==> config.mk <==
export PLATFORM = sky130hd
export DESIGN_NAME = bch_decode_ctrl_flat
export DESIGN_NICKNAME = d
export VERILOG_FILES = /design/src/rtl/bch_pkg.sv /design/src/rtl/bch_decode_ctrl_if.sv /design/src/rtl/bch_stat_cnt.sv /design/src/rtl/bch_decode_ctrl.sv /design/src/flat_wrapper.sv
export SDC_FILE = /design/constraint.sdc
export NUM_CORES = 1
export LEC_CHECK = 0
export ABC_AREA = 1
export CORE_MARGIN = 3
export CORE_UTILIZATION = 50
export CTS_BUF_LIST = sky130_fd_sc_hd__clkbuf_2 sky130_fd_sc_hd__clkbuf_4 sky130_fd_sc_hd__clkbuf_8
export CTS_CLUSTER_SIZE = 28
export DETAILED_ROUTE_END_ITERATION = 8
export GPL_TIMING_DRIVEN = 0
export PLACE_DENSITY = 0.89
export SLEW_MARGIN = 10
export SYNTH_ARGS = -nofsm -noshare
export SYNTH_HDL_FRONTEND = slang
export SYNTH_SLANG_ARGS = --single-unit
==> constraint.sdc <==
create_clock -name clk -period 4 [get_ports clk]
set_input_delay 1.2 -clock clk [delete_from_list [all_inputs] [get_ports clk]]
set_output_delay 1.2 -clock clk [all_outputs]
set_load 0.01 [all_outputs]
==> src/rtl/bch_pkg.sv <==
// Shared constants and types for the BCH(63,56) decode controller.
// Holds the code geometry, FSM states and the codeword data slice helper.
package bch_pkg;

  localparam int N        = 63;
  localparam int K        = 56;
  localparam int R        = 7;
  localparam int DATA_MSB = N - 1;
  localparam int DATA_LSB = R;

  typedef enum logic [2:0] {
    ST_IDLE,
    ST_SSTART,
    ST_SWAIT,
    ST_LEN,
    ST_LWAIT,
    ST_CORR,
    ST_OUT
  } state_t;

  // Outcome class decided before CORR; selects which flag gets raised.
  typedef enum logic [1:0] {
    K_CLEAN,
    K_PERR,
    K_LOOK,
    K_TMO
  } kind_t;

  function automatic logic [K-1:0] data_of(input logic [N-1:0] cw);
    return cw[DATA_MSB:DATA_LSB];
  endfunction

endpackage

==> src/rtl/bch_decode_ctrl_if.sv <==
// Bundle of the word handshake, syndrome unit, lookup stage and result ports.
// master = controller view, slave = surrounding datapath / environment view.
interface bch_decode_ctrl_if;
  import bch_pkg::*;

  logic           in_valid;
  logic           in_ready;
  logic [N-1:0]   in_cw;
  logic           syn_start;
  logic [N-1:0]   syn_cw;
  logic           syn_done;
  logic [R-1:0]   syn_s;
  logic [2:0]     syn_w;
  logic           lk_en;
  logic [R-1:0]   lk_s;
  logic [2:0]     lk_w;
  logic [N-1:0]   lk_ep;
  logic           lk_done;
  logic           out_valid;
  logic           out_ready;
  logic [K-1:0]   out_data;
  logic           out_corr;
  logic           out_perr;
  logic           out_uncorr;
  logic           out_tmo;
  logic [15:0]    cnt_corr;
  logic [15:0]    cnt_uncorr;

  // lk_done is sticky, so the controller sequences on a latency count and never reads it.
  modport master (
    input  in_valid, in_cw, syn_done, syn_s, syn_w, lk_ep, out_ready,
    output in_ready, syn_start, syn_cw, lk_en, lk_s, lk_w,
           out_valid, out_data, out_corr, out_perr, out_uncorr, out_tmo,
           cnt_corr, cnt_uncorr
  );

  modport slave (
    output in_valid, in_cw, syn_done, syn_s, syn_w, lk_ep, lk_done, out_ready,
    input  in_ready, syn_start, syn_cw, lk_en, lk_s, lk_w,
           out_valid, out_data, out_corr, out_perr, out_uncorr, out_tmo,
           cnt_corr, cnt_uncorr
  );
endinterface

==> src/rtl/bch_stat_cnt.sv <==
// 16-bit saturating event counter; rst_n acts as its synchronous clear.
module bch_stat_cnt (
  input  logic        clk,
  input  logic        rst_n,
  input  logic        i_inc,
  output logic [15:0] o_cnt
);

  logic [15:0] r_cnt;

  always_ff @(posedge clk) begin
    if (!rst_n) begin
      r_cnt <= '0;
    end else if (i_inc && (r_cnt != 16'hFFFF)) begin
      r_cnt <= r_cnt + 16'd1;
    end
  end

  assign o_cnt = r_cnt;

endmodule

==> src/rtl/bch_decode_ctrl.sv <==
// Sequencing controller for the BCH(63,56) single-error-correcting decoder:
// accept word, run syndrome unit, optionally drive lookup, correct, report.
module bch_decode_ctrl
  import bch_pkg::*;
#(
  parameter int SYND_TIMEOUT = 15,
  parameter int LK_LAT       = 1
) (
  input  logic              clk,
  input  logic              rst_n,
  bch_decode_ctrl_if.master bus
);

  localparam int TW = $clog2(SYND_TIMEOUT + 1);

  state_t         r_state;
  state_t         w_state_next;
  kind_t          r_kind;
  logic           r_in_ready;
  logic [N-1:0]   r_cw;
  logic [R-1:0]   r_s;
  logic [2:0]     r_w;
  logic [N-1:0]   r_ep;
  logic [TW-1:0]  r_tmo_cnt;
  logic [2:0]     r_lat_cnt;
  logic [K-1:0]   r_data;
  logic           r_corr;
  logic           r_perr;
  logic           r_uncorr;
  logic           r_tmo;
  logic           w_hs;
  logic           w_tmo_hit;
  logic           w_lat_hit;
  logic           w_bypass;
  logic           w_ep_nz;
  logic           w_inc_corr;
  logic           w_inc_uncorr;

  assign w_tmo_hit = (r_tmo_cnt == TW'(SYND_TIMEOUT - 1));
  assign w_lat_hit = (r_lat_cnt == 3'(LK_LAT - 1));
  assign w_bypass  = (bus.syn_s == '0) || (bus.syn_w <= 3'd1);
  assign w_ep_nz   = |r_ep;

  always_comb begin
    w_state_next = r_state;
    w_hs         = 1'b0;
    unique case (r_state)
      ST_IDLE: begin
        if (bus.in_valid && r_in_ready) begin
          w_hs         = 1'b1;
          w_state_next = ST_SSTART;
        end
      end
      ST_SSTART: w_state_next = ST_SWAIT;
      ST_SWAIT: begin
        // A syn_done coinciding with the last allowed cycle beats the timeout.
        if (bus.syn_done) begin
          w_state_next = w_bypass ? ST_CORR : ST_LEN;
        end else if (w_tmo_hit) begin
          w_state_next = ST_CORR;
        end
      end
      ST_LEN:   w_state_next = ST_LWAIT;
      ST_LWAIT: if (w_lat_hit) w_state_next = ST_CORR;
      ST_CORR:  w_state_next = ST_OUT;
      ST_OUT:   if (bus.out_ready) w_state_next = ST_IDLE;
      default:  w_state_next = ST_IDLE;
    endcase
  end

  always_ff @(posedge clk) begin
    if (!rst_n) begin
      r_state    <= ST_IDLE;
      r_kind     <= K_CLEAN;
      r_in_ready <= 1'b0;
      r_cw       <= '0;
      r_s        <= '0;
      r_w        <= '0;
      r_ep       <= '0;
      r_tmo_cnt  <= '0;
      r_lat_cnt  <= '0;
      r_data     <= '0;
      r_corr     <= 1'b0;
      r_perr     <= 1'b0;
      r_uncorr   <= 1'b0;
      r_tmo      <= 1'b0;
    end else begin
      r_state    <= w_state_next;
      r_in_ready <= (w_state_next == ST_IDLE);
      case (r_state)
        ST_IDLE:   if (w_hs) r_cw <= bus.in_cw;
        ST_SSTART: r_tmo_cnt <= '0;
        ST_SWAIT: begin
          r_tmo_cnt <= r_tmo_cnt + TW'(1);
          if (bus.syn_done) begin
            r_s    <= bus.syn_s;
            r_w    <= bus.syn_w;
            r_ep   <= '0;
            r_kind <= (bus.syn_s == '0) ? K_CLEAN : ((bus.syn_w <= 3'd1) ? K_PERR : K_LOOK);
          end else if (w_tmo_hit) begin
            r_ep   <= '0;
            r_kind <= K_TMO;
          end
        end
        ST_LEN: r_lat_cnt <= '0;
        ST_LWAIT: begin
          // lk_ep is only trusted on the sample cycle; it is stale at all other times.
          r_lat_cnt <= r_lat_cnt + 3'd1;
          if (w_lat_hit) r_ep <= bus.lk_ep;
        end
        ST_CORR: begin
          r_data   <= data_of(r_cw) ^ data_of(r_ep);
          r_corr   <= (r_kind == K_LOOK) && w_ep_nz;
          r_uncorr <= (r_kind == K_LOOK) && !w_ep_nz;
          r_perr   <= (r_kind == K_PERR);
          r_tmo    <= (r_kind == K_TMO);
        end
        default: ;
      endcase
    end
  end

  assign w_inc_corr   = (r_state == ST_CORR) && (r_kind == K_LOOK) && w_ep_nz;
  assign w_inc_uncorr = (r_state == ST_CORR) &&
                        (((r_kind == K_LOOK) && !w_ep_nz) || (r_kind == K_TMO));

  bch_stat_cnt u_cnt_corr (
    .clk   (clk),
    .rst_n (rst_n),
    .i_inc (w_inc_corr),
    .o_cnt (bus.cnt_corr)
  );

  bch_stat_cnt u_cnt_uncorr (
    .clk   (clk),
    .rst_n (rst_n),
    .i_inc (w_inc_uncorr),
    .o_cnt (bus.cnt_uncorr)
  );

  assign bus.in_ready   = r_in_ready;
  assign bus.syn_start  = (r_state == ST_SSTART);
  assign bus.syn_cw     = r_cw;
  assign bus.lk_en      = (r_state == ST_LEN);
  assign bus.lk_s       = r_s;
  assign bus.lk_w       = r_w;
  assign bus.out_valid  = (r_state == ST_OUT);
  assign bus.out_data   = r_data;
  assign bus.out_corr   = r_corr;
  assign bus.out_perr   = r_perr;
  assign bus.out_uncorr = r_uncorr;
  assign bus.out_tmo    = r_tmo;

endmodule

==> src/flat_wrapper.sv <==
// flat-port wrapper written by rule: the top's interface ports become plain ports
module bch_decode_ctrl_flat import bch_pkg::*;
#(
  parameter int SYND_TIMEOUT = 15,
  parameter int LK_LAT       = 1
)
  (clk, rst_n, bus_in_valid, bus_in_cw, bus_syn_done, bus_syn_s, bus_syn_w, bus_lk_ep, bus_out_ready, bus_in_ready, bus_syn_start, bus_syn_cw, bus_lk_en, bus_lk_s, bus_lk_w, bus_out_valid, bus_out_data, bus_out_corr, bus_out_perr, bus_out_uncorr, bus_out_tmo, bus_cnt_corr, bus_cnt_uncorr);
  bch_decode_ctrl_if bus_i ();
  input  logic clk;
  input  logic rst_n;
  input wire logic [$bits(bus_i.in_valid)-1:0] bus_in_valid;
  input wire logic [$bits(bus_i.in_cw)-1:0] bus_in_cw;
  input wire logic [$bits(bus_i.syn_done)-1:0] bus_syn_done;
  input wire logic [$bits(bus_i.syn_s)-1:0] bus_syn_s;
  input wire logic [$bits(bus_i.syn_w)-1:0] bus_syn_w;
  input wire logic [$bits(bus_i.lk_ep)-1:0] bus_lk_ep;
  input wire logic [$bits(bus_i.out_ready)-1:0] bus_out_ready;
  output wire logic [$bits(bus_i.in_ready)-1:0] bus_in_ready;
  output wire logic [$bits(bus_i.syn_start)-1:0] bus_syn_start;
  output wire logic [$bits(bus_i.syn_cw)-1:0] bus_syn_cw;
  output wire logic [$bits(bus_i.lk_en)-1:0] bus_lk_en;
  output wire logic [$bits(bus_i.lk_s)-1:0] bus_lk_s;
  output wire logic [$bits(bus_i.lk_w)-1:0] bus_lk_w;
  output wire logic [$bits(bus_i.out_valid)-1:0] bus_out_valid;
  output wire logic [$bits(bus_i.out_data)-1:0] bus_out_data;
  output wire logic [$bits(bus_i.out_corr)-1:0] bus_out_corr;
  output wire logic [$bits(bus_i.out_perr)-1:0] bus_out_perr;
  output wire logic [$bits(bus_i.out_uncorr)-1:0] bus_out_uncorr;
  output wire logic [$bits(bus_i.out_tmo)-1:0] bus_out_tmo;
  output wire logic [$bits(bus_i.cnt_corr)-1:0] bus_cnt_corr;
  output wire logic [$bits(bus_i.cnt_uncorr)-1:0] bus_cnt_uncorr;
  assign bus_i.in_valid = bus_in_valid;
  assign bus_i.in_cw = bus_in_cw;
  assign bus_i.syn_done = bus_syn_done;
  assign bus_i.syn_s = bus_syn_s;
  assign bus_i.syn_w = bus_syn_w;
  assign bus_i.lk_ep = bus_lk_ep;
  assign bus_i.out_ready = bus_out_ready;
  assign bus_in_ready = bus_i.in_ready;
  assign bus_syn_start = bus_i.syn_start;
  assign bus_syn_cw = bus_i.syn_cw;
  assign bus_lk_en = bus_i.lk_en;
  assign bus_lk_s = bus_i.lk_s;
  assign bus_lk_w = bus_i.lk_w;
  assign bus_out_valid = bus_i.out_valid;
  assign bus_out_data = bus_i.out_data;
  assign bus_out_corr = bus_i.out_corr;
  assign bus_out_perr = bus_i.out_perr;
  assign bus_out_uncorr = bus_i.out_uncorr;
  assign bus_out_tmo = bus_i.out_tmo;
  assign bus_cnt_corr = bus_i.cnt_corr;
  assign bus_cnt_uncorr = bus_i.cnt_uncorr;
  bch_decode_ctrl #(.SYND_TIMEOUT(SYND_TIMEOUT), .LK_LAT(LK_LAT)) u_core (.clk(clk), .rst_n(rst_n), .bus(bus_i));
endmodule
==> results by stage, run 1 <==
Yosys:
- Ranked by total cell area, the synthesized netlist is headed by sky130_fd_sc_hd__dfxtp_1, sky130_fd_sc_hd__nor2_1, sky130_fd_sc_hd__o21ai_0, sky130_fd_sc_hd__a21oi_1, sky130_fd_sc_hd__xnor2_1.
- The async set-or-reset flop fraction in the synthesized netlist is 0%.
- Counting every net in the synthesized netlist gives approximately 1,400.
- The number of warnings printed during yosys synthesis is 0.
- Sequential elements use between 40% and 50% of the synthesized area.
- The top cell type's share of synthesized area is 48.5%.
- After synthesis the cells add up to around 9900 um^2.
- The number of distinct library cell variants in the gate-level netlist after synthesis is 36.
- After technology mapping, the gate count stands at between 1,000 and 1,500.
- The average cell area after synthesis is approximately 7.8 um^2.
- The synthesized design contains between 200 and 250 register bits.
- The most instantiated flip-flop cell in the synthesis netlist is sky130_fd_sc_hd__dfxtp_1.
- The cell type contributing the most total cell area after synthesis is sky130_fd_sc_hd__dfxtp_1.
- Yosys mapped a number of flops with a built-in enable equal to 0.

Route:
- The first-pass iteration count of the detailed router is 5.
- The DRC violation count after routing is 0.
- After detailed routing, the number of vias per cell comes to 5.39.
- The routed wire length is 33,500 um.
- In this run the remaining antenna-violating nets after routing total 0.
- Across all layers, the routed design uses ~10,000 vias.
- After the first detailed-routing iteration, the DRC count stood at 752.
- In the final routed layout, each cell accounts on average for approximately 17 um.

Pwr:
- The total power draw is between 5 and 6 mW.
- IR analysis of the VDD net gives a maximum drop of between 0.3 and 0.4 mV.
- Power spread over the standard cell area amounts to 414 nW/um^2.
- The leakage power of the design is roughly 5.5 nW.

Floorplan:
- The total area inside the core boundary comes to between 15,000 and 20,000 um^2.
- The row count is 50.
- The die covers roughly 22,000 um^2.
- Measured along the x axis, the die boundary spans between 100 and 150 um.
- The total I/O pin count is just over 300.
- The initial utilization of the core area, before any placement, comes to approximately half.
- The vertical die dimension is ~150 um.

Timing:
- The minimum clock period after layout is ~3.3 ns.
- The final-layout worst hold slack is between 0.4 and 0.5 ns.
- Measured against its own limit, the worst slew margin works out to between 20% and 30%.
- The final critical-path share of the clock period is 82.6%.
- The maximum clock skew at final layout is ~0.032 ns.
- Once routing completed, OpenROAD measured the worst setup slack at approximately 0.70 ns.
- The slew of the pin with the lowest slew margin is between 1 and 1.5 ns.
- The max-slew violation count is 0.
- The final total negative setup slack is 0 ns.
- The number of failing setup endpoints in the final timing report is 0.
- Setup repair after global routing left no endpoint under its margin.
- The maximum operating frequency is approximately 0.30 GHz.
- The total count of hold-check failures in the final report is 0.

Place:
- Routability-driven placement finished with a final weighted congestion of 0.918.
- Once detailed placement completed, the half-perimeter wirelength came to between 20,000 and 25,000 um.
- The number of buffers added on ports is around 300.
- At the placement stage, the worst setup path has a slack of roughly 0.17 ns.

Worst setup path:
- Tracing the worst setup path back leads to its startpoint at bus_in_valid.
- The kind of critical path is in -> reg.
- The critical path goes through clkdlybuf4s50_1 > nand2_1 > nor3_2 > inv_2 > clkbuf_1 > nor2_1 > nor2_1.
- The number of buffers and inverters on the critical path is 3.
- The startpoint type of the worst setup path is an input pin.
- The highest-delay cell along the critical path is sky130_fd_sc_hd__nor3_2.
- Data on the critical path arrives at its endpoint at about 3.8 ns.
- The beginning of the worst register-to-register path is u_core.bus.in_ready$_SDFF_PN0_.
- The reg-to-reg setup timing slack is between 1 and 1.5 ns.
- The delay of the slowest critical-path stage is ~0.95 ns.
- The worst register-to-register path has a depth of 6.
- The kind of cell adding the most delay to the critical path is simple AND/OR/NAND/NOR gates.
- The endpoint identified for the worst register-to-register timing path is u_core.bus.syn_cw[43]$_SDFFE_PN0P_.
- In this run the worst setup path terminates at u_core.bus.syn_cw[43]$_SDFFE_PN0P_.
- The worst endpoint required time is between 4 and 5 ns.
- The cell depth of the worst setup path is 7.
- The cell with the most instances on the worst path is sky130_fd_sc_hd__nor2_1.
- The worst setup path is captured at a register.
- The largest fanout on the critical path is 10.

Clock tree:
- Post-CTS repair changed the size of 0 cells.
- Clock latency on the worst-skew pair, taken at its later pin, is roughly 0.55 ns.
- The maximum clock path buffer count is 3.
- TritonCTS built the clock tree.
- The clock drives between 200 and 250 sinks.
- The root buffer cell is sky130_fd_sc_hd__clkbuf_8.
- In this run the post-CTS setup repair buffer count came out at 0.
- The number of hold-repair buffers added at the cts stage is 0.
- The clock-pin slew on the worst setup and hold paths is ~0.06 ns.
- The number of levels the H-tree was split into is 2.
- In this run, CTS created clock tree buffers numbering 41.

Global route:
- Global routing used between 20 and 30% of the available tracks across all layers.
- The total congestion overflow after global routing is 0.
- The wire length of the first global-routing pass is 52,300 um.
- The via count of the first global-routing pass is approximately 10,000.
- The initial antenna violation count is 3.
- The maximum number of pins on one net before global-route repair is 11.

Final layout:
- The post-route netlist has under 10% of its cells at a drive strength greater than 1.
- The final core utilization is 74.1%.
- In the layout the commonest cells are sky130_fd_sc_hd__clkdlybuf4s50_1, sky130_fd_sc_hd__nor2_1, sky130_fd_sc_hd__dfxtp_1, sky130_fd_sc_hd__o21ai_0, sky130_fd_sc_hd__a21oi_1.
- Leaving out fill and tap cells, the most frequent cell in the layout is sky130_fd_sc_hd__clkdlybuf4s50_1.
- The number of fill cells in the layout is 1,499.
- The signed area change from the synthesized netlist to the final layout is 42.6%.
- The final layout contains between 1,500 and 2,000 nets.

Run:
- The total of max-cap violations is 0.

Outcome:
- The run finished with clean final reports.

Hold path:
- The type of the tightest min-delay check is reg -> reg.
Yosys cell counts (3+ instances only):
| cell type | number |
|---|---|
| sky130_fd_sc_hd__inv_1 | 41 |
| sky130_fd_sc_hd__o21ai_0 | 198 |
| sky130_fd_sc_hd__nand2_1 | 100 |
| sky130_fd_sc_hd__xnor2_1 | 65 |
| sky130_fd_sc_hd__nor3_1 | 10 |
| sky130_fd_sc_hd__nand3_1 | 49 |
| sky130_fd_sc_hd__ha_1 | 6 |
| sky130_fd_sc_hd__nand2_2 | 5 |
| sky130_fd_sc_hd__nor2_2 | 3 |
| sky130_fd_sc_hd__dfxtp_1 | 241 |
| sky130_fd_sc_hd__inv_2 | 6 |
| sky130_fd_sc_hd__buf_2 | 15 |
| sky130_fd_sc_hd__a21oi_1 | 166 |
| sky130_fd_sc_hd__clkbuf_1 | 55 |
| sky130_fd_sc_hd__xor2_1 | 17 |
| sky130_fd_sc_hd__nand4_1 | 7 |
| sky130_fd_sc_hd__nor2_1 | 273 |
cell families after synthesis:
group	Yosys count	synth area share, %
compound gates	370	18.8
xor+xnor	82	7.22
fa+ha+maj	6	0.755
buf+inv	124	5.21
flops	241	48.5
simple gates	460	19.5
state kept, by name, summed over array words and instances (netlist names):
signal	flops
u_core.bus.out_perr	1
u_core.r_ep	63
u_core.bus.out_tmo	1
u_core.r_state	3
u_core.r_kind	2
u_core.bus.syn_cw	63
u_core.r_tmo_cnt	4
u_core.bus.in_ready	1
u_core.bus.lk_w	3
u_core.bus.out_uncorr	1
u_core.u_cnt_corr.o_cnt	16
u_core.bus.out_data	56
u_core.u_cnt_uncorr.o_cnt	16
u_core.bus.out_corr	1
u_core.r_lat_cnt	3
u_core.bus.lk_s	7
metrics by stage:
step                      instances  cell area [um^2]
final                          1924             14200
after global routing           1923             14200
after CTS                      1922             14200
after detailed placement       1852             13400
after global placement         1852             13400
after floorplan                1283              9950
metal layers:
metal | routed length (um) | vias up | GRT usage (%)
met5 | 27 | - | 0
met1 | 12900 | 4894 | 33.3
li1 | - | 4971 | -
met4 | 1050 | 4 | 11.4
met2 | 16800 | 414 | 52.6
met3 | 2740 | 85 | 9.07
worst min path at each step:
stage	start	cells after the start	slack, ns	to
3_5_place_dp	u_core.bus.out_perr$_SDFFE_PN0P_	2	0.47	u_core.bus.out_perr$_SDFFE_PN0P_
6_report	u_core.r_tmo_cnt[3]$_SDFFE_PN0P_	2	0.49	u_core.r_tmo_cnt[3]$_SDFFE_PN0P_
4_1_cts	u_core.bus.out_perr$_SDFFE_PN0P_	2	0.48	u_core.bus.out_perr$_SDFFE_PN0P_
3_3_place_gp	u_core.bus.out_uncorr$_SDFFE_PN0P_	2	0.45	u_core.bus.out_uncorr$_SDFFE_PN0P_
2_1_floorplan	u_core.r_tmo_cnt[2]$_SDFFE_PN0P_	1	0.45	u_core.r_tmo_cnt[2]$_SDFFE_PN0P_
5_1_grt	u_core.r_tmo_cnt[3]$_SDFFE_PN0P_	2	0.50	u_core.r_tmo_cnt[3]$_SDFFE_PN0P_
power by group:
part	internal, mW	switching [mW]	total, mW
sequential	2.55	0.147	2.70
combinational	0.482	0.473	0.955
clock	1.23	0.993	2.22
total	4.26	1.61	5.88
final cells by class:
| type | instances | area (um^2) | share of cell area (%) |
|---|---|---|---|
| Sequential cell | 241 | 4820 | 34.0 |
| Multi-Input combinational cell | 918 | 4600 | 32.5 |
| Timing Repair Buffer | 309 | 3090 | 21.8 |
| Clock buffer | 62 | 772 | 5.44 |
| Buffer | 77 | 342 | 2.41 |
| Tap cell | 260 | 325 | 2.29 |
| Inverter | 47 | 176 | 1.24 |
| Clock inverter | 8 | 45.0 | 0.317 |
| Antenna cell | 2 | 5.00 | 0.0353 |
worst min-delay path: cells and delay by family (launching register included):
family | cells | cell delay [ns]
AO/OA/AOI/OAI | 1 | 0.05
flip-flops | 1 | 0.32
AND/OR/NAND/NOR | 1 | 0.07
No activity file was read; power rests on OpenSTA's default activity.
==> inputs of run 2 (changes only) <==
- CORE_UTILIZATION: 50 -> 44
- PLACE_DENSITY: 0.89 -> 0.83
- clock period: 4 -> 2.9 ns (I/O delays scaled with it)
==> run 2 against run 1 <==
  * Worst setup slack worse by 0.59 ns
  * Total power is 40% higher
  * Cell count is 1.1% higher
  * Non-clock buffer count stayed put
  * First-iteration DRC count is 33% lower
  * Die area is 13% higher
  * Clock-buffer cell count is 6 higher
  * Sequential power is 38% higher
  * Critical endpoint is now bus_lk_en
  * Highest routed layer unchanged
==> results by stage, run 2 (same netlist as run 1, synthesis figures left out) <==
Floorplan:
- The die covers 24,400 um^2.
- The row count is 54.
- The horizontal extent of the die is 156 um.
- The vertical die dimension is about 160 um.
- The floorplan step defined a core boundary enclosing 22,000 um^2.
- Once the floorplan was initialized, standard cells occupied roughly 45% of the core.
- For this design the top-level I/O count stands at between 300 and 400.

Clock tree:
- The clock-pin slew on the worst setup and hold paths is 0.06 ns.
- Counting every sink on the clock net gives 241.
- Clock tree synthesis inserted a total of 41 buffers.
- The number of levels the H-tree was split into is 2.
- TritonCTS built the clock tree.
- The source-to-sink clock delay at the later pin of the worst-skew pair is 0.53 ns.
- Post-CTS timing repair inserted 0 buffers for setup.
- No sink is reached through more buffers than the 3 on the longest clock path.
- CTS placed an instance of sky130_fd_sc_hd__clkbuf_8 at the clock tree root.

Global route:
- For this run, the total global-route usage over all layers was measured as 25.5%.
- The initial antenna violation count is 2.
- The wire length of the first global-routing pass is approximately 51,000 um.
- The via count of the first global-routing pass came to slightly above 10,000.
- The total congestion overflow after global routing is 0.
- Entering global routing, the biggest net connects 11 pins.

Route:
- The detail route stage leaves a number of antenna-violating nets equal to 0.
- Dividing the detail-routed via count by the number of cells gives 5.23.
- In this run, the number of DRC markers left after iteration 0 of detailed routing was 507.
- The routed design has 32,400 um of wire.
- The first-pass iteration count of the detailed router is 5.
- The DRC violation count after routing is 0.
- The count of vias placed by the detailed router is 10,200.
- The average wire per standard cell is between 15 and 20 um.

Timing:
- The final-layout worst hold slack is 0.488 ns.
- The total count of hold-check failures in the final report came to 0.
- The worst path in the final design needs a cycle of between 2 and 3 ns, including I/O delays and setup.
- In the finished design, the share of the clock period the worst path needs comes to 96.4%.
- For the pin with the worst max-slew slack, the measured transition is 0.906 ns.
- Setup violations remaining at the end of the flow were counted as 0.
- The remaining max-slew budget at the tightest pin is 39.6%.
- The maximum clock skew at final layout is between 0.015 and 0.02 ns.
- Setup repair after global routing left no endpoint under its margin.
- The max-slew violation count came to 0.
- Based on the critical path, the design can be clocked at up to between 0.3 and 0.4 GHz.
- The final setup slack of the worst path is 0.103 ns.

Outcome:
- The run finished with clean final reports.

Hold path:
- The launch instance of the worst min-delay path is u_core.bus.out_corr$_SDFFE_PN0P_.
- The worst hold path depth is 2.
- For hold timing, the worst endpoint is u_core.bus.out_corr$_SDFFE_PN0P_.
- The tightest min-delay check is of the reg -> reg type.

Worst setup path:
- The worst endpoint required time is approximately 2.0 ns.
- The kind of critical path is reg -> out.
- The arrival time of the worst setup path is 1.93 ns.
- The endpoint identified for the worst register-to-register timing path is u_core.bus.syn_cw[32]$_SDFFE_PN0P_.
- The worst setup path is launched from a register.
- The startpoint identified for the worst register-to-register timing path is u_core.bus.in_ready$_SDFF_PN0_.
- For the worst flop-to-flop path, the logic depth is 6.
- In this run the worst path has a maximum fanout of 6.
- The worst register-to-register path has a setup slack of ~0.77 ns.
- The type of destination of the critical path is an output port.

Final layout:
- The fraction of final layout cells sized beyond drive strength 1 is under 10%.
- The net count reported at finish is 1,782.
- The library cells used most frequently in the layout, excluding fill and tap cells, are sky130_fd_sc_hd__clkdlybuf4s50_1, sky130_fd_sc_hd__nor2_1, sky130_fd_sc_hd__dfxtp_1, sky130_fd_sc_hd__o21ai_0, sky130_fd_sc_hd__a21oi_1.
- The most common library cell in the layout ignoring fill and taps is sky130_fd_sc_hd__clkdlybuf4s50_1.
- The signed area change from the synthesized netlist to the final layout is 43.4%.
- The layout has around 1,800 filler cells.

Pwr:
- In this run, the combinational gates consume 15.9% of the power.
- Power spread over the standard cell area amounts to around 580 nW/um^2.
- IR analysis of the VDD net gives a maximum drop of around 0.42 mV.
- Summed over all nets, the switching power comes to about 2.2 mW.
- The leakage power of the design is ~5.5 nW.
- The proportion of power drawn by the clock network is between 30% and 40%.
- The register share of total power is 45.2%.
- Internal power comes to between 6 and 7 mW.
- Net switching is 26.8% of the power.

Place:
- Prior to clock tree synthesis, the placed netlist has a worst setup slack of -0.571 ns.
- The final estimated routing congestion in global placement is between 0.9 and 1.
- During placement, the flow inserted port buffers numbering just over 300.
- The half-perimeter wire length after placement is about 24,000 um.

Run:
- The total of max-cap violations is 0.
## run 2: changes by cell type in the layout (fill, tap and decap cells not counted), sizes merged
cell / previous run / this run
diode: 2 / 1
clkbuf: 117 / 123
clkinv: 6 / 4
clkinvlp: 2 / 1
## run 2: power groups by stage
stage / clock (mW) / combinational (mW) / sequential [mW]
2_1_floorplan: 0 / 0.600 / 3.80
3_3_place_gp: 0 / 1.27 / 3.78
3_5_place_dp: 0 / 1.30 / 3.78
4_1_cts: 3.23 / 1.31 / 3.71
5_1_grt: 3.38 / 1.44 / 3.74
6_report: 3.19 / 1.31 / 3.72
## run 2: timing repair
item,CTS,global route
hold buffers,0,0
resized for setup,1,0
setup endpoints to repair,13,0
## run 2: layout make-up
cell class	instances	area (um^2)	area share [%]
inverters	47	176	1.24
flip-flops and latches	241	4820	33.8
multi-input cells	918	4610	32.3
diodes	1	2.50	0.0175
clock buffers	68	842	5.90
clock inverters	5	27.5	0.193
well taps	280	350	2.46
plain buffers	77	342	2.39
repair buffers	309	3090	21.7
## run 2: worst max-delay path by stage
stage | from | endpoint | slack (ns) | depth (start not counted)
3_3_place_gp | bus_in_valid | u_core.bus.syn_cw[37]$_SDFFE_PN0P_ | -0.53 | 7
5_1_grt | u_core.r_state[2]$_SDFF_PN0_ | bus_lk_en | 0.08 | 2
6_report | u_core.r_state[2]$_SDFF_PN0_ | bus_lk_en | 0.10 | 2
4_1_cts | u_core.r_state[2]$_SDFF_PN0_ | bus_lk_en | 0.12 | 2
2_1_floorplan | bus_in_valid | u_core.bus.syn_cw[10]$_SDFFE_PN0P_ | 1.01 | 6
3_5_place_dp | bus_in_valid | u_core.bus.syn_cw[23]$_SDFFE_PN0P_ | -0.57 | 7
## run 2: critical path, cell delays in order (launching register included)
cell and delay, ns:
sky130_fd_sc_hd__dfxtp_1 0.39, sky130_fd_sc_hd__nor3_1 0.38, sky130_fd_sc_hd__clkdlybuf4s50_1 0.64
## run 2: through the flow
stage                     total power, mW  setup TNS, ns  util (%)  cells  cell area, um^2
after floorplan                      4.39              0         -   1283             9950
after global placement               5.05         -31.15      60.8   1872            13400
after detailed placement             5.08         -33.74      60.8   1872            13400
after CTS                            8.25              0      64.8   1945            14300
after global routing                 8.57              0      64.8   1946            14300
final                                8.22              0      64.8   1946            14300
## run 2: layer usage
| metal | global-route usage, % | share of wire [%] | vias up |
|---|---|---|---|
| li1 | - | - | 4961 |
| met1 | 30.2 | 40 | 4737 |
| met2 | 43.8 | 48 | 380 |
| met3 | 7.58 | 8.4 | 89 |
| met4 | 9.71 | 3.8 | 2 |
| met5 | 0 | 0.040 | - |
==> inputs of run 3 (changes only) <==
- SYNTH_HIERARCHICAL: not set -> 1
==> run 3 against run 2 <==
  * Worst setup slack improved by 0.023 ns
  * Die area increased by 1.6%
  * Worst hold slack got worse by 0.015 ns
  * Register-to-register slack got worse by 0.53 ns
  * Final area increased by 0.90%
  * Largest power group unchanged
  * Wire length increased by 0.47%
  * Combinational power increased by 5%
  * Highest routed layer is now met4
==> results by stage, run 3 <==
Timing:
- The final-layout worst hold slack is 0.472 ns.
- Clock skew on the completed layout was measured at ~0.017 ns.
- Based on the critical path, the design can be clocked at up to roughly 0.36 GHz.
- The final setup slack of the worst path is 0.126 ns.
- The worst pin sits at a relative slew slack of between 50% and 60%.
- The final critical-path share of the clock period is 95.7%.
- Setup violations remaining at the end of the flow were counted as 0.
- Summed over all failing endpoints, the final setup total negative slack is 0 ns.
- The max-slew violation count was 0.
- For the pin with the worst max-slew slack, the measured transition is around 0.7 ns.
- The total count of hold-check failures in the final report is 0.
- Setup repair after global routing left no endpoint under its margin.
- The minimum clock period after layout is 2.77 ns.

Floorplan:
- During I/O placement, the number of pins put on the boundary was 310.
- The total area inside the core boundary comes to 22,200 um^2.
- The starting density of the core is 45.5%.
- The row count is 54.
- The horizontal extent of the die is 158 um.
- The die covers between 20,000 and 25,000 um^2.
- The vertical die dimension is 158 um.

Yosys:
- The largest total area in the synthesized netlist belongs to sky130_fd_sc_hd__dfxtp_1.
- Counting flops and latches in the post-synthesis netlist gives about 240.
- The post-synthesis cell count is approximately 1,300.
- The sequential fraction of the synthesis area is between 40% and 50%.
- The combined area of all synthesized cells is approximately 10,000 um^2.
- The number of different library cells used by synthesis comes to 35.
- The top cell type's share of synthesized area is 47.7%.
- The number of nets in the synthesized netlist is between 1,000 and 1,500.
- The most instantiated flip-flop cell in the synthesis netlist is sky130_fd_sc_hd__dfxtp_1.
- Yosys printed 6 warnings.
- The average cell area after synthesis is between 7 and 8 um^2.
- Yosys mapped a number of flops with a built-in enable equal to 0.
- The async set-or-reset flop fraction in the synthesized netlist is 0%.
- After synthesis, the cell types taking the most area are sky130_fd_sc_hd__dfxtp_1, sky130_fd_sc_hd__nor2_1, sky130_fd_sc_hd__a21oi_1, sky130_fd_sc_hd__o21ai_0, sky130_fd_sc_hd__nand2_1.
- The dominant cell by count in the synthesized netlist is sky130_fd_sc_hd__nor2_1.
- The commonest cells after synthesis are sky130_fd_sc_hd__nor2_1, sky130_fd_sc_hd__dfxtp_1, sky130_fd_sc_hd__a21oi_1.

Clock tree:
- The clock buffer count from CTS is 42.
- TritonCTS built the clock tree.
- No sink is reached through more buffers than the 3 on the longest clock path.
- The number of clock sinks is 241.
- At the later pin of the worst-skew pair, clock insertion delay measures approximately 0.53 ns.
- The H-tree was split into 2 levels.
- The buffer count from post-CTS setup fixing is 0.
- Gates resized during post-CTS repair numbered 0.
- The clock-pin slew on the worst setup and hold paths is about 0.060 ns.
- The number of hold buffers added after CTS was 0.
- The root buffer cell is sky130_fd_sc_hd__clkbuf_8.

Route:
- The count of vias placed by the detailed router is 10,300.
- The average vias per placed instance is between 5 and 6.
- In the final routed layout, each cell accounts on average for between 15 and 20 um.
- In this run, the number of DRC markers left after iteration 0 of detailed routing was 750.
- After detailed routing, the total wire length is 32,500 um.
- The count of nets left with antenna violations once routing finished came out at 0.
- For this run, the detailed router's first-pass iteration total came to 6.
- For this run, design rule violations remaining after detail routing come to 0.

Pwr:
- After layout, the design draws a total of between 8 and 9 mW.
- For this design the static power due to leakage is ~5.7 nW.
- Dividing total power by cell area gives a power density of roughly 570 nW/um^2.
- VDD sags by at most 0.409 mV.

Place:
- The count of buffers added on input and output ports is around 310.
- In this run the cell area measured after placement is about 14,000 um^2.
- Summed over all nets, the half-perimeter wirelength after detailed placement is approximately 24,000 um.
- Routability-driven placement finished with a final weighted congestion of just under 0.9.
- The setup slack at placement is 0.207 ns.

Hold path:
- Counting instances, the worst hold path has a depth of 2.
- The sink of the worst hold path is u_core/bus.out_tmo$_SDFFE_PN0P_.
- The min-delay analysis places its worst path in the category reg -> reg.
- The launch instance of the worst min-delay path is u_core/bus.out_tmo$_SDFFE_PN0P_.

Worst setup path:
- The source of the critical timing path is u_core/r_state[0]$_SDFF_PN0_.
- The worst reg2reg path endpoint is u_core/u_cnt_uncorr/o_cnt[13]$_SDFFE_PN0P_.
- The setup path with the least slack is of type reg -> out.
- The number of cells on the worst reg-to-reg path is 14.
- The startpoint type of the worst setup path is a register.
- The worst register-to-register path begins at u_core/r_state[0]$_SDFF_PN0_.
- STA classifies the critical path endpoint as an output port.
- In this run the worst path has a maximum fanout of 5.
- The reg-to-reg setup timing slack is 0.24 ns.
- Data on the critical path arrives at its endpoint at ~1.9 ns.
- The worst endpoint required time is around 2.0 ns.

Final layout:
- The number of fill cells in the layout is around 1,900.
- The signed area change from the synthesized netlist to the final layout is 42.3%.
- Of the cells placed in the final design, the portion with a size suffix greater than 1 is under 10%.
- The post-route standard cell area excluding fillers is 14,400 um^2.
- The combined area of the multi-input logic cells is between 4000 and 5000 um^2.
- Leaving out fill and tap cells, the most frequent cells in the layout are sky130_fd_sc_hd__nor2_1, sky130_fd_sc_hd__clkdlybuf4s50_1, sky130_fd_sc_hd__dfxtp_1, sky130_fd_sc_hd__a21oi_1, sky130_fd_sc_hd__o21ai_0.
- The final layout contains approximately 1,800 nets.
- Summing all flip-flop and latch instances after layout gives just under 5000 um^2.
- The most common library cell in the layout ignoring fill and taps is sky130_fd_sc_hd__nor2_1.

Global route:
- The total track usage is ~25%.
- The via count of the first global-routing pass is approximately 10,000.
- The initial antenna violation count is 0.
- The maximum number of pins on one net before global-route repair is 12.
- The total overflow left after global routing is 0.
- The wire length of the first global-routing pass is 50,900 um.

Run:
- The total of max-cap violations is 0.

Outcome:
- The flow ran to the end, and the final reports show no timing, DRC or antenna violations.
run 3: cell types whose count changed in the layout (fill, tap and decap cells not counted), sizes merged, moves of 2 or more:
| cell | before | now |
|---|---|---|
| xnor2 | 65 | 56 |
| nand2 | 106 | 144 |
| clkbuf | 123 | 105 |
| nor3 | 14 | 5 |
| nand3 | 52 | 36 |
| inv | 47 | 45 |
| or2 | 1 | 3 |
| nor2 | 277 | 355 |
| clkinv | 4 | 1 |
| xor2 | 17 | 0 |
| buf | 22 | 36 |
| o21ai | 198 | 196 |
| a21oi | 168 | 149 |
run 3: area by class of cell:
type,instances,area share (%)
sequential,241,33.5
multi-input combinational,963,32.7
timing repair buffer,308,21.4
clock buffer,67,5.62
buffer,74,2.94
tap,280,2.43
inverter,44,1.16
clock inverter,4,0.226
antenna,1,0.0174
run 3: logic make-up (layout without fill, tap and decap cells):
family | count (synthesis) | in the layout | share of synthesized area, %
adder cells (fa/ha/maj) | 6 | 6 | 0.742
AND/OR/NAND/NOR | 551 | 551 | 23.4
XOR/XNOR | 56 | 56 | 4.85
AO/OA/AOI/OAI | 350 | 350 | 17.5
other | 0 | 1 | 0
buffers and inverters | 118 | 497 | 5.84
flip-flops | 241 | 241 | 47.7
run 3: power breakdown:
| part | switching, mW | internal (mW) | total (mW) |
|---|---|---|---|
| combinational | 0.661 | 0.708 | 1.37 |
| clock | 1.36 | 1.76 | 3.13 |
| sequential | 0.195 | 3.52 | 3.71 |
run 3: stage by stage:
| step | cells | utilization [%] |
|---|---|---|
| after detailed placement | 1910 | 60.9 |
| after floorplan | 1322 | - |
| after CTS | 1981 | 64.7 |
| after global routing | 1981 | 64.8 |
| after global placement | 1910 | 60.9 |
| final | 1982 | 64.8 |
run 3: worst max path at each step:
stage	end	slack (ns)	depth (start not counted)
6_report	bus_syn_start	0.13	5
5_1_grt	bus_syn_start	0.04	5
4_1_cts	bus_syn_start	0.009	5
3_5_place_dp	u_core/bus.syn_cw[2]$_SDFFE_PN0P_	0.21	5
3_3_place_gp	u_core/bus.syn_cw[2]$_SDFFE_PN0P_	0.24	5
2_1_floorplan	u_core/u_cnt_uncorr/o_cnt[13]$_SDFFE_PN0P_	0.93	14
run 3: worst max-delay path, cell delays in order, from the launching register on:
cell	delay (ns)
sky130_fd_sc_hd__dfxtp_1	0.42
sky130_fd_sc_hd__inv_2	0.06
sky130_fd_sc_hd__nor2_2	0.14
sky130_fd_sc_hd__nand2_2	0.11
sky130_fd_sc_hd__inv_1	0.07
sky130_fd_sc_hd__clkdlybuf4s50_1	0.58
run 3: routing by layer:
metal / track usage (%) / routed length, um / vias up
met3: 7.87 / 2830 / 98
met2: 43.9 / 15700 / 441
met5: 0 / 0 / -
li1: - / - / 5045
met4: 9.88 / 1240 / 0
met1: 29.8 / 12800 / 4736
